===== config.mk =====
export PLATFORM = sky130hd
export DESIGN_NAME = sync_fifo_ctrl_flat
export DESIGN_NICKNAME = d
export VERILOG_FILES = /design/src/rtl/sync_fifo_ctrl_if.sv /design/src/rtl/sync_fifo_ctrl.sv /design/src/flat_wrapper.sv
export SDC_FILE = /design/constraint.sdc
export NUM_CORES = 1
export LEC_CHECK = 0
export CORE_MARGIN = 4
export CORE_UTILIZATION = 40
export CTS_CLUSTER_DIAMETER = 120
export DETAILED_ROUTE_END_ITERATION = 8
export HOLD_SLACK_MARGIN = 0.12
export PLACE_DENSITY = 0.8
export SETUP_SLACK_MARGIN = 0.5
export SLEW_MARGIN = 20
export SYNTH_ARGS = -nofsm -noshare
export SYNTH_HDL_FRONTEND = slang
export SYNTH_SLANG_ARGS = --single-unit

===== constraint.sdc =====
create_clock -name clk -period 3.3 [get_ports clk]
set_clock_uncertainty 0.1 [all_clocks]
set_input_delay 0.33 -clock clk [delete_from_list [all_inputs] [get_ports clk]]
set_output_delay 0.33 -clock clk [all_outputs]
set_load 0.02 [all_outputs]

===== src/rtl/sync_fifo_ctrl_if.sv =====
// Handshake and status bundle between a FIFO user and sync_fifo_ctrl.
// Optional SYNC_FIFO_ERR_EN adds sticky overflow/underflow flags.
interface sync_fifo_ctrl_if #(
  parameter int FIFO_PTR = 4
);
  logic                push;
  logic                pop;
  logic                wren;
  logic                rden;
  logic [FIFO_PTR-1:0] wrptr;
  logic [FIFO_PTR-1:0] rdptr;
  logic                rd_valid;
  logic                full;
  logic                empty;
  logic                almost_full;
  logic                almost_empty;
  logic [FIFO_PTR:0]   count;
`ifdef SYNC_FIFO_ERR_EN
  logic                overflow;
  logic                underflow;

  modport master (
    output push, pop,
    input  wren, rden, wrptr, rdptr,
    input  rd_valid, full, empty,
    input  almost_full, almost_empty, count,
    input  overflow, underflow
  );

  modport slave (
    input  push, pop,
    output wren, rden, wrptr, rdptr,
    output rd_valid, full, empty,
    output almost_full, almost_empty, count,
    output overflow, underflow
  );
`else
  modport master (
    output push, pop,
    input  wren, rden, wrptr, rdptr,
    input  rd_valid, full, empty,
    input  almost_full, almost_empty, count
  );

  modport slave (
    input  push, pop,
    output wren, rden, wrptr, rdptr,
    output rd_valid, full, empty,
    output almost_full, almost_empty, count
  );
`endif
endinterface


===== src/rtl/sync_fifo_ctrl.sv =====
// Pointer/status controller driving a dual-port sram as a synchronous FIFO.
// Define SYNC_FIFO_ERR_EN for sticky overflow/underflow flags.
module sync_fifo_ctrl #(
  parameter int FIFO_PTR   = 4,
  parameter int FIFO_DEPTH = 16,
  parameter int AF_LEVEL   = 12,
  parameter int AE_LEVEL   = 4
) (
  input logic clk,
  input logic rst,
  sync_fifo_ctrl_if.slave bus
);
  localparam int PW = FIFO_PTR + 1;

  logic [PW-1:0] wr_ptr;
  logic [PW-1:0] rd_ptr;
  logic [PW-1:0] cnt;
  logic          rv;
  logic          wr_acc;
  logic          rd_acc;
  logic          full_q;
  logic          empty_q;

  assign full_q  = (cnt == PW'(FIFO_DEPTH));
  assign empty_q = (cnt == '0);

  // rst gates sram strobes so a reset mid-stream never touches memory
  assign wr_acc = bus.push & ~full_q & ~rst;
  assign rd_acc = bus.pop & ~empty_q & ~rst;

  always_ff @(posedge clk) begin
    if (rst) begin
      wr_ptr <= '0;
      rd_ptr <= '0;
      cnt    <= '0;
      rv     <= 1'b0;
    end else begin
      if (wr_acc) wr_ptr <= wr_ptr + 1'b1;
      if (rd_acc) rd_ptr <= rd_ptr + 1'b1;
      unique case ({wr_acc, rd_acc})
        2'b10:   cnt <= cnt + 1'b1;
        2'b01:   cnt <= cnt - 1'b1;
        default: cnt <= cnt;
      endcase
      rv <= rd_acc;
    end
  end

  assign bus.wren         = wr_acc;
  assign bus.rden         = rd_acc;
  assign bus.wrptr        = wr_ptr[FIFO_PTR-1:0];
  assign bus.rdptr        = rd_ptr[FIFO_PTR-1:0];
  assign bus.rd_valid     = rv;
  assign bus.full         = full_q;
  assign bus.empty        = empty_q;
  assign bus.almost_full  = (cnt >= PW'(AF_LEVEL));
  assign bus.almost_empty = (cnt <= PW'(AE_LEVEL));
  assign bus.count        = cnt;

`ifdef SYNC_FIFO_ERR_EN
  logic ovf;
  logic unf;

  always_ff @(posedge clk) begin
    if (rst) begin
      ovf <= 1'b0;
      unf <= 1'b0;
    end else begin
      if (bus.push & full_q)  ovf <= 1'b1;
      if (bus.pop  & empty_q) unf <= 1'b1;
    end
  end

  assign bus.overflow  = ovf;
  assign bus.underflow = unf;
`endif

endmodule


===== src/flat_wrapper.sv =====
// flat-port wrapper written by rule: the top's interface ports become plain ports
module sync_fifo_ctrl_flat 
#(
  parameter int FIFO_PTR   = 4,
  parameter int FIFO_DEPTH = 16,
  parameter int AF_LEVEL   = 12,
  parameter int AE_LEVEL   = 4
)
  (clk, rst, bus_push, bus_pop, bus_wren, bus_rden, bus_wrptr, bus_rdptr, bus_rd_valid, bus_full, bus_empty, bus_almost_full, bus_almost_empty, bus_count);
  sync_fifo_ctrl_if #(.FIFO_PTR(FIFO_PTR)) bus_i ();
  input logic clk;
  input logic rst;
  input wire logic [$bits(bus_i.push)-1:0] bus_push;
  input wire logic [$bits(bus_i.pop)-1:0] bus_pop;
  output wire logic [$bits(bus_i.wren)-1:0] bus_wren;
  output wire logic [$bits(bus_i.rden)-1:0] bus_rden;
  output wire logic [$bits(bus_i.wrptr)-1:0] bus_wrptr;
  output wire logic [$bits(bus_i.rdptr)-1:0] bus_rdptr;
  output wire logic [$bits(bus_i.rd_valid)-1:0] bus_rd_valid;
  output wire logic [$bits(bus_i.full)-1:0] bus_full;
  output wire logic [$bits(bus_i.empty)-1:0] bus_empty;
  output wire logic [$bits(bus_i.almost_full)-1:0] bus_almost_full;
  output wire logic [$bits(bus_i.almost_empty)-1:0] bus_almost_empty;
  output wire logic [$bits(bus_i.count)-1:0] bus_count;
  assign bus_i.push = bus_push;
  assign bus_i.pop = bus_pop;
  assign bus_wren = bus_i.wren;
  assign bus_rden = bus_i.rden;
  assign bus_wrptr = bus_i.wrptr;
  assign bus_rdptr = bus_i.rdptr;
  assign bus_rd_valid = bus_i.rd_valid;
  assign bus_full = bus_i.full;
  assign bus_empty = bus_i.empty;
  assign bus_almost_full = bus_i.almost_full;
  assign bus_almost_empty = bus_i.almost_empty;
  assign bus_count = bus_i.count;
  sync_fifo_ctrl #(.FIFO_PTR(FIFO_PTR), .FIFO_DEPTH(FIFO_DEPTH), .AF_LEVEL(AF_LEVEL), .AE_LEVEL(AE_LEVEL)) u_core (.clk(clk), .rst(rst), .bus(bus_i));
endmodule

# After elaboration in Yosys (flattened, before gate mapping)
# Cells that the tools add are included.
[word_totals] regBits=16 out_inout_bits=20
[op_classes] bitwise=7 addsub=4 n_reduce_logical=2 eq_ne=3 n_lt_le_gt_ge=2 mux=1
[op_table] op="$add 5x1->5 const B" count=3
[op_table] op="$pmux 5 s2" count=1
[op_table] op="$eq 5x5->1 const B" count=1
[op_table] op="$ge 5x4->1 const B" count=1
[op_table] op="$le 5x3->1 const B" count=1
[op_table] op="$logic_not 5->1" count=1
[op_table] op="$sub 5x1->5 const B" count=1
[op_table] op="$and 1x1->1" count=4
[op_table] op="$not 1->1" count=3
[op_table] op="$eq 2x1->1 const B" count=1
[op_table] op="$eq 2x2->1 const B" count=1
[op_table] op="$reduce_bool 2->1" count=1

# Logic depth before layout (Yosys ltp)
# Gate-level depths: netlist of run 1.
[logic_depth] ltp_word=6 depth_mapped=11 depth_no_buf=10

# Worst setup path after synthesis of run 1
# OpenSTA, ideal clock, no wires.
[synth_timing] path_type="reg-to-reg" start="reg u_core.cnt[0], in the netlist u_core.bus.count[0]" end="reg u_core.cnt[4], in the netlist u_core.bus.count[4]" setup_ps=121 required_time_ps=3079 slack_ps=134 stages_incl_launch_ff=12 t_arrival_ps=2946 cell_sequence="dfxtp_1 -> or4_1 -> buf_6 -> o21a_4 -> or2b_2 -> ha_1 -> inv_1 -> fa_1 -> nand2b_1 -> a21oi_1 -> mux2i_1 -> mux2_2"
[synth_via] elab_chain_len=6 elab_cells_between_ends=14
[synth_lines] element="start, declared" line="sync_fifo_ctrl.sv:17" text="logic [PW-1:0] cnt;"
[synth_lines] element="start signal, assigned" line="sync_fifo_ctrl.sv:41" text="2'b10: cnt <= cnt + 1'b1;"
[synth_lines] element="start signal, assigned" line="sync_fifo_ctrl.sv:42" text="2'b01: cnt <= cnt - 1'b1;"
[synth_lines] element="start signal, assigned" line="sync_fifo_ctrl.sv:43" text="default: cnt <= cnt;"
[synth_lines] element="$eq 5x5->1 or $logic_not 5->1 (tied branches)" line="sync_fifo_ctrl.sv:24, sync_fifo_ctrl.sv:25"
[synth_lines] element="$not 1->1 (on tied branches)" line="sync_fifo_ctrl.sv:28, sync_fifo_ctrl.sv:29"
[synth_lines] element="$and 1x1->1 (on tied branches) (2 in a row)" line="sync_fifo_ctrl.sv:28, sync_fifo_ctrl.sv:29"
[synth_lines] element="$eq 2x1->1 or $eq 2x2->1 (tied branches)" line="sync_fifo_ctrl.sv:40" text="unique case ({wr_acc, rd_acc})"
[synth_lines] element="$pmux 5 s2 or $reduce_bool 2->1 (tied branches)"
# Several ways; a longest one is shown, not always the timed one.
# A chain may end at the register's enable or synchronous reset.

# Worst setup path in the final report of run 1
[layout_timing] start="reg u_core.cnt[2], in the netlist u_core.bus.count[2]" end="reg u_core.cnt[4], in the netlist u_core.bus.count[4]"
# The elaborated chain is that of the path after synthesis.

==> flow_metrics.tcl, run 1 <==
set metrics [dict create \
    run_status "complete, no violations" \
    overflow 0 \
    maxCapViolations 0 \
    grt_max_degree 13 \
    detail-route-antenna-nets 0 \
    vias 752 \
    timing_hold_violations_final 0 \
    clock_tree.buffer_depth 2 \
    gp_congestion 0.7347 \
    num-fill-cells 154 \
    cts_tree "done" \
    fp-row-count 15 \
    highest_cell_delay_on_the_worst_timing_path_ns 0.54 \
    p_leak_nw 0.5035 \
    finish.utilization_pct 65.56 \
    viasPerCell 5.081 \
    synth_seq_cells 14 \
    clock_sinks 14 \
    period_minus_slack_ns 2.902 \
    die_area_um2 2741 \
    antenna_found_initial 0 \
    clk_root_buffer_cell "clkbuf_4" \
    rsz0062_at_grt "yes" \
    tightest_slew_ns 0.3160 \
    die_width_um 52.36 \
    num_io_pins 24 \
    chipHeight_um 52.36 \
    start_util_pct 43.68 \
    drt_first_pass_iters 4 \
    worst_setup_hold_path_clk_slew_ns 0.10 \
    syn_inst 90 \
    synth.net_count 101 \
    cpLargestDelayFamily "simple AND/OR/NAND/NOR gates" \
    fraction_of_layout_instances_using_a_drive_strength_above_1_pct 23.58 \
    worstSkewPairLatency_ns 0.29 \
    finalCritPeriodShare_pct 87.94 \
    maxSlewViolCount 0 \
    synth_cell_type_count 24 \
    critical_path_peak_fanout 4 \
    critical_path.startpoint_type "flip-flop" \
    core-area_um2 1802 \
    first_global_vias 688 \
    cts_made_buffers 3 \
    achievable-frequency_mhz 344.6 \
    final_nets 135 \
    dr.first_iter.drc_count 5 \
    setup_failing_eps_final 0 \
    worstPathBufferInverterCount 1 \
    min_path_type "flip-flop to flip-flop" \
    crit_required_ns 3.38 \
    gr-usage-all-layers_pct 15.21 \
    io_buffers 23 \
    synth_warn 0 \
    critPathCaptureType "flip-flop" \
    cp.arrival_ns 2.99 \
    layout_common_cells "23 x nor2_1, 23 x clkdlybuf4s50_1, 11 x dfxtp_1" \
    mappedNetlistArea_um2 787.0 \
    area_growth_pct 50.08 \
    finalSetupTns_ns 0 \
    detailed_placement_wirelength_estimate_um 1337 \
    detail_route.wl_per_cell_um 13.20 \
    slowest_cell_on_the_critical_path "or4_4" \
    place_worst_setup_slack_ns 0.3294 \
    synth_area_per_cell_um2 8.745 \
    vdd_ir_drop_max_uv 228.9 \
    synth_sequential_area_ratio_pct 35.61 \
    pwr_density_cell_nw_per_um2 451.5 \
    critical_path_class "flip-flop to flip-flop" \
    grt_first_pass_wirelength_um 3022 \
    wl_um 1954 \
    maxSlewHeadroom_pct 78.90 \
    timing.final.ws_setup_ns 0.3980 \
    crit_path_cell_trace "or4_4 > o21a_4 > or2b_2 > ha_4 > inv_2 > fa_2 > nand2b_4 > a21oi_2 > mux2i_1 > mux2_2" \
    drc 0 \
    antenna_diodes 0 \
    h-tree-depth 1 \
]
==> registers in the layout, indices dropped and copies added, names as in the netlist <==
signal / flops
u_core.bus.count: 5
u_core.bus.rd_valid: 1
u_core.rd_ptr: 4
u_core.wr_ptr: 4
==> synthesized netlist by cell type, drive strengths merged <==
cell type,instances,area [um2]
a21o,1,8.760
a21oi,4,20.02
and3,2,12.51
buf,1,11.26
clkbuf,3,11.26
dfxtp,14,280.3
fa,1,20.02
ha,6,75.07
inv,5,18.77
mux2,1,11.26
mux2i,3,30.03
nand2,3,11.26
nand2b,1,6.260
nand3,1,5.000
nor2,24,90.09
nor3,1,5.000
o211ai,5,37.54
o21a,2,22.52
o21ai,1,16.27
or2b,1,8.760
or4,2,15.01
xnor2,1,8.760
xor2,7,61.31
==> power by group <==
group	internal [mW]	switching [mW]
logic	0.102	0.103
clock network	0.0672	0.0635
registers	0.184	0.0144
total	0.353	0.181
==> cells by family (layout without fill, tap and decap cells) <==
logic type      Yosys count  after routing  share of synthesized area (%)
fa+ha+maj                 7              7                          12.08
compound gates           13             13                          13.36
xor+xnor                  8              8                          8.903
flops                    14             14                          35.61
mux                       4              4                          5.246
buf+inv                   9             42                          5.246
simple gates             35             35                          19.55
==> metrics by stage <==
step	instances	total power [mW]	hold slack (ns)	instance area, um2
finish	148	0.5333	0.4222	1181
global route	148	0.5655	0.4948	1181
CTS	141	0.5103	0.4321	1116
detailed placement	135	0.3763	0.4106	1062
global placement	135	0.3707	0.3974	1062
floorplan	90	0.3172	0.3766	815.8
==> layer usage <==
| layer | share of wire [%] | track usage, % |
|---|---|---|
| met5 | 0 | 0 |
| met4 | 1.9 | 7.660 |
| met3 | 3.3 | 5.128 |
| met1 | 44 | 17.47 |
| met2 | 51 | 24.79 |
==> worst reg2reg max path, cell delays in order, from the launching register on <==
cell      delay (ns)
dfxtp_4         0.35
or4_4           0.54
o21a_4          0.24
or2b_2          0.18
ha_4            0.15
inv_2           0.05
fa_2            0.35
nand2b_4        0.15
a21oi_2         0.14
mux2i_1         0.20
mux2_2          0.34
==> area by class of cell <==
class	count	area (um2)	share of cell area [%]
clock buffer	4	36.28	3.072
inverter	5	18.77	1.589
multi-input combinational	67	498.0	42.16
sequential	14	291.5	24.68
tap	25	31.28	2.648
timing repair buffer	33	305.3	25.85
==> final timing paths <==
check | start | to | slack (ns) | cells past startpoint
worst max-delay path | u_core.bus.count[2] | u_core.bus.count[4] | 0.40 | 10
worst min-delay path | u_core.wr_ptr[3] | u_core.wr_ptr[3] | 0.42 | 2
worst max register to register | u_core.bus.count[2] | u_core.bus.count[4] | 0.40 | 10
worst min register to register | u_core.wr_ptr[3] | u_core.wr_ptr[3] | 0.42 | 2
==> timing repair <==
| item | CTS | global route |
|---|---|---|
| hold endpoints to repair | 0 | 0 |
| endpoints found under the setup margin | 1 | 2 |
| buffers inserted | 2 | 7 |
| pin swaps | 1 | 4 |
| hold buffers | 0 | 0 |
| gates resized for setup | 1 | 4 |
Note: power is estimated with default switching activity, not from simulation.
==> run 2: changes to the inputs <==
- CORE_UTILIZATION: 40 -> 48
- PLACE_DENSITY: 0.8 -> 0.89
- clock period: 3.3 -> 3.4 ns (I/O delays scaled with it)
==> flow_metrics.tcl, run 2 (synthesis gave the netlist of run 1 again) <==
set metrics [dict create \
    run_status "complete, no violations" \
    layout.cells.most_common "nor2_1" \
    critPathCaptureType "flip-flop" \
    final_nets 131 \
    wl_um 1979 \
    p_leak_nw 0.4846 \
    r2r.worst_path.cells 10 \
    cts_made_buffers 3 \
    hold_path_startpoint "u_core.wr_ptr[3]" \
    pwr_density_cell_nw_per_um2 441.1 \
    vias 731 \
    antenna_found_initial 0 \
    maxSlewViolCount 0 \
    finalSetupTns_ns 0 \
    r2r_setup_slack_ns 0.43 \
    r2r-end "u_core.bus.count[4]" \
    cts_hold_buf 0 \
    startpoint_of_the_worst_register_to_register_path "u_core.bus.count[2]" \
    drc 0 \
    worstSkewPairLatency_ns 0.28 \
    setup_failing_eps_final 0 \
    drt_first_pass_iters 4 \
    min_path_type "flip-flop to flip-flop" \
    clk_root_buffer_cell "clkbuf_4" \
    vdd_ir_drop_max_uv 324.9 \
    viasPerCell 5.415 \
    grt_max_degree 13 \
    io_buffers 23 \
    gp_congestion 0.7826 \
    grt_first_pass_wirelength_um 3243 \
    fp-row-count 14 \
    critical_path_peak_fanout 5 \
    largest_register_ffs 5 \
    critical_path.startpoint_type "flip-flop" \
    core-area_um2 1524 \
    antenna_diodes 0 \
    num-fill-cells 116 \
    cts_tree "done" \
    finalCritPeriodShare_pct 87.42 \
    fraction_of_layout_instances_using_a_drive_strength_above_1_pct 20.17 \
    die_width_um 48.49 \
    chipHeight_um 48.49 \
    achievable-frequency_mhz 336.5 \
    die_area_um2 2351 \
    timing.hold.worst_path_depth 2 \
    critical_path_class "flip-flop to flip-flop" \
    detail-route-antenna-nets 0 \
    whs_ns 0.4333 \
    maxCapViolations 0 \
    area_growth_pct 44.83 \
    detailed_placement_wirelength_estimate_um 1290 \
    worst_setup_hold_path_clk_slew_ns 0.09 \
    first_global_vias 742 \
    timing_hold_violations_final 0 \
    cp.arrival_ns 3.05 \
    overflow 0 \
    gr-usage-all-layers_pct 16.95 \
    rsz0062_at_grt "yes" \
    hold_path_end "u_core.wr_ptr[3]" \
    tightest_slew_ns 0.3422 \
    num_io_pins 24 \
    maxSlewHeadroom_pct 77.16 \
    layout_common_cells "24 x nor2_1, 23 x clkdlybuf4s50_1, 11 x dfxtp_1" \
    dr.first_iter.drc_count 13 \
    start_util_pct 51.64 \
    clock_tree.buffer_depth 2 \
    crit_required_ns 3.48 \
    h-tree-depth 1 \
    detail_route.wl_per_cell_um 14.66 \
    clock_sinks 14 \
    period_minus_slack_ns 2.972 \
]
-- run 2: layout make-up --
class / count / area [um2] / area share (%)
clock buffers: 4 / 36.28 / 3.183
inverters: 5 / 18.77 / 1.647
multi-input cells: 67 / 498.0 / 43.69
flip-flops and latches: 14 / 291.5 / 25.58
well taps: 16 / 20.02 / 1.756
repair buffers: 29 / 275.3 / 24.15
-- run 2: power by group --
group	internal, mW	switching [mW]	total [mW]
Combinational	0.0892	0.0993	0.189
Sequential	0.178	0.0136	0.192
Clock	0.0651	0.0576	0.123
-- run 2: per-layer routing --
metal	global-route usage [%]	vias to the layer above	routed length, um
li1	-	360	-
met1	20.04	340	808
met2	29.13	24	1044
met3	3.681	7	87
met4	7.175	0	38
met5	0	-	0
-- run 2: worst max path at each step --
stage                                    from             endpoint  slack [ns]
final                     u_core.bus.count[2]  u_core.bus.count[4]        0.43
after global routing      u_core.bus.count[2]  u_core.bus.count[4]        0.33
after CTS                 u_core.bus.count[2]  u_core.bus.count[4]        0.49
after detailed placement  u_core.bus.count[1]  u_core.bus.count[4]        0.40
after global placement    u_core.bus.count[1]  u_core.bus.count[4]        0.46
after floorplan           u_core.bus.count[1]  u_core.bus.count[4]        0.43
-- run 2: what timing repair did --
action | 4_1_cts | 5_1_grt
setup buffers | 4 | 1
endpoints found under the setup margin | 1 | 1
resized for setup | 3 | 2
pin swaps | 3 | 3
-- run 2: worst max-delay path, stage by stage (launching register included) --
cell and delay, ns:
dfxtp_4 0.36, or4_4 0.54, o21a_4 0.21, or2b_4 0.21, ha_4 0.15, inv_2 0.05
fa_2 0.37, nand2b_4 0.15, a21oi_2 0.14, mux2i_1 0.24, mux2_2 0.35
-- run 2: metrics by stage --
stage	area [um2]	power [mW]	utilization, %	cells	setup slack, ns
finish	1140	0.5028	74.79	135	0.4279
global route	1140	0.5316	74.79	135	0.3335
CTS	1130	0.5031	74.14	134	0.4886
detailed placement	1051	0.3639	68.97	126	0.4002
global placement	1051	0.3596	68.97	126	0.4632
floorplan	815.8	0.3079	-	90	0.4312
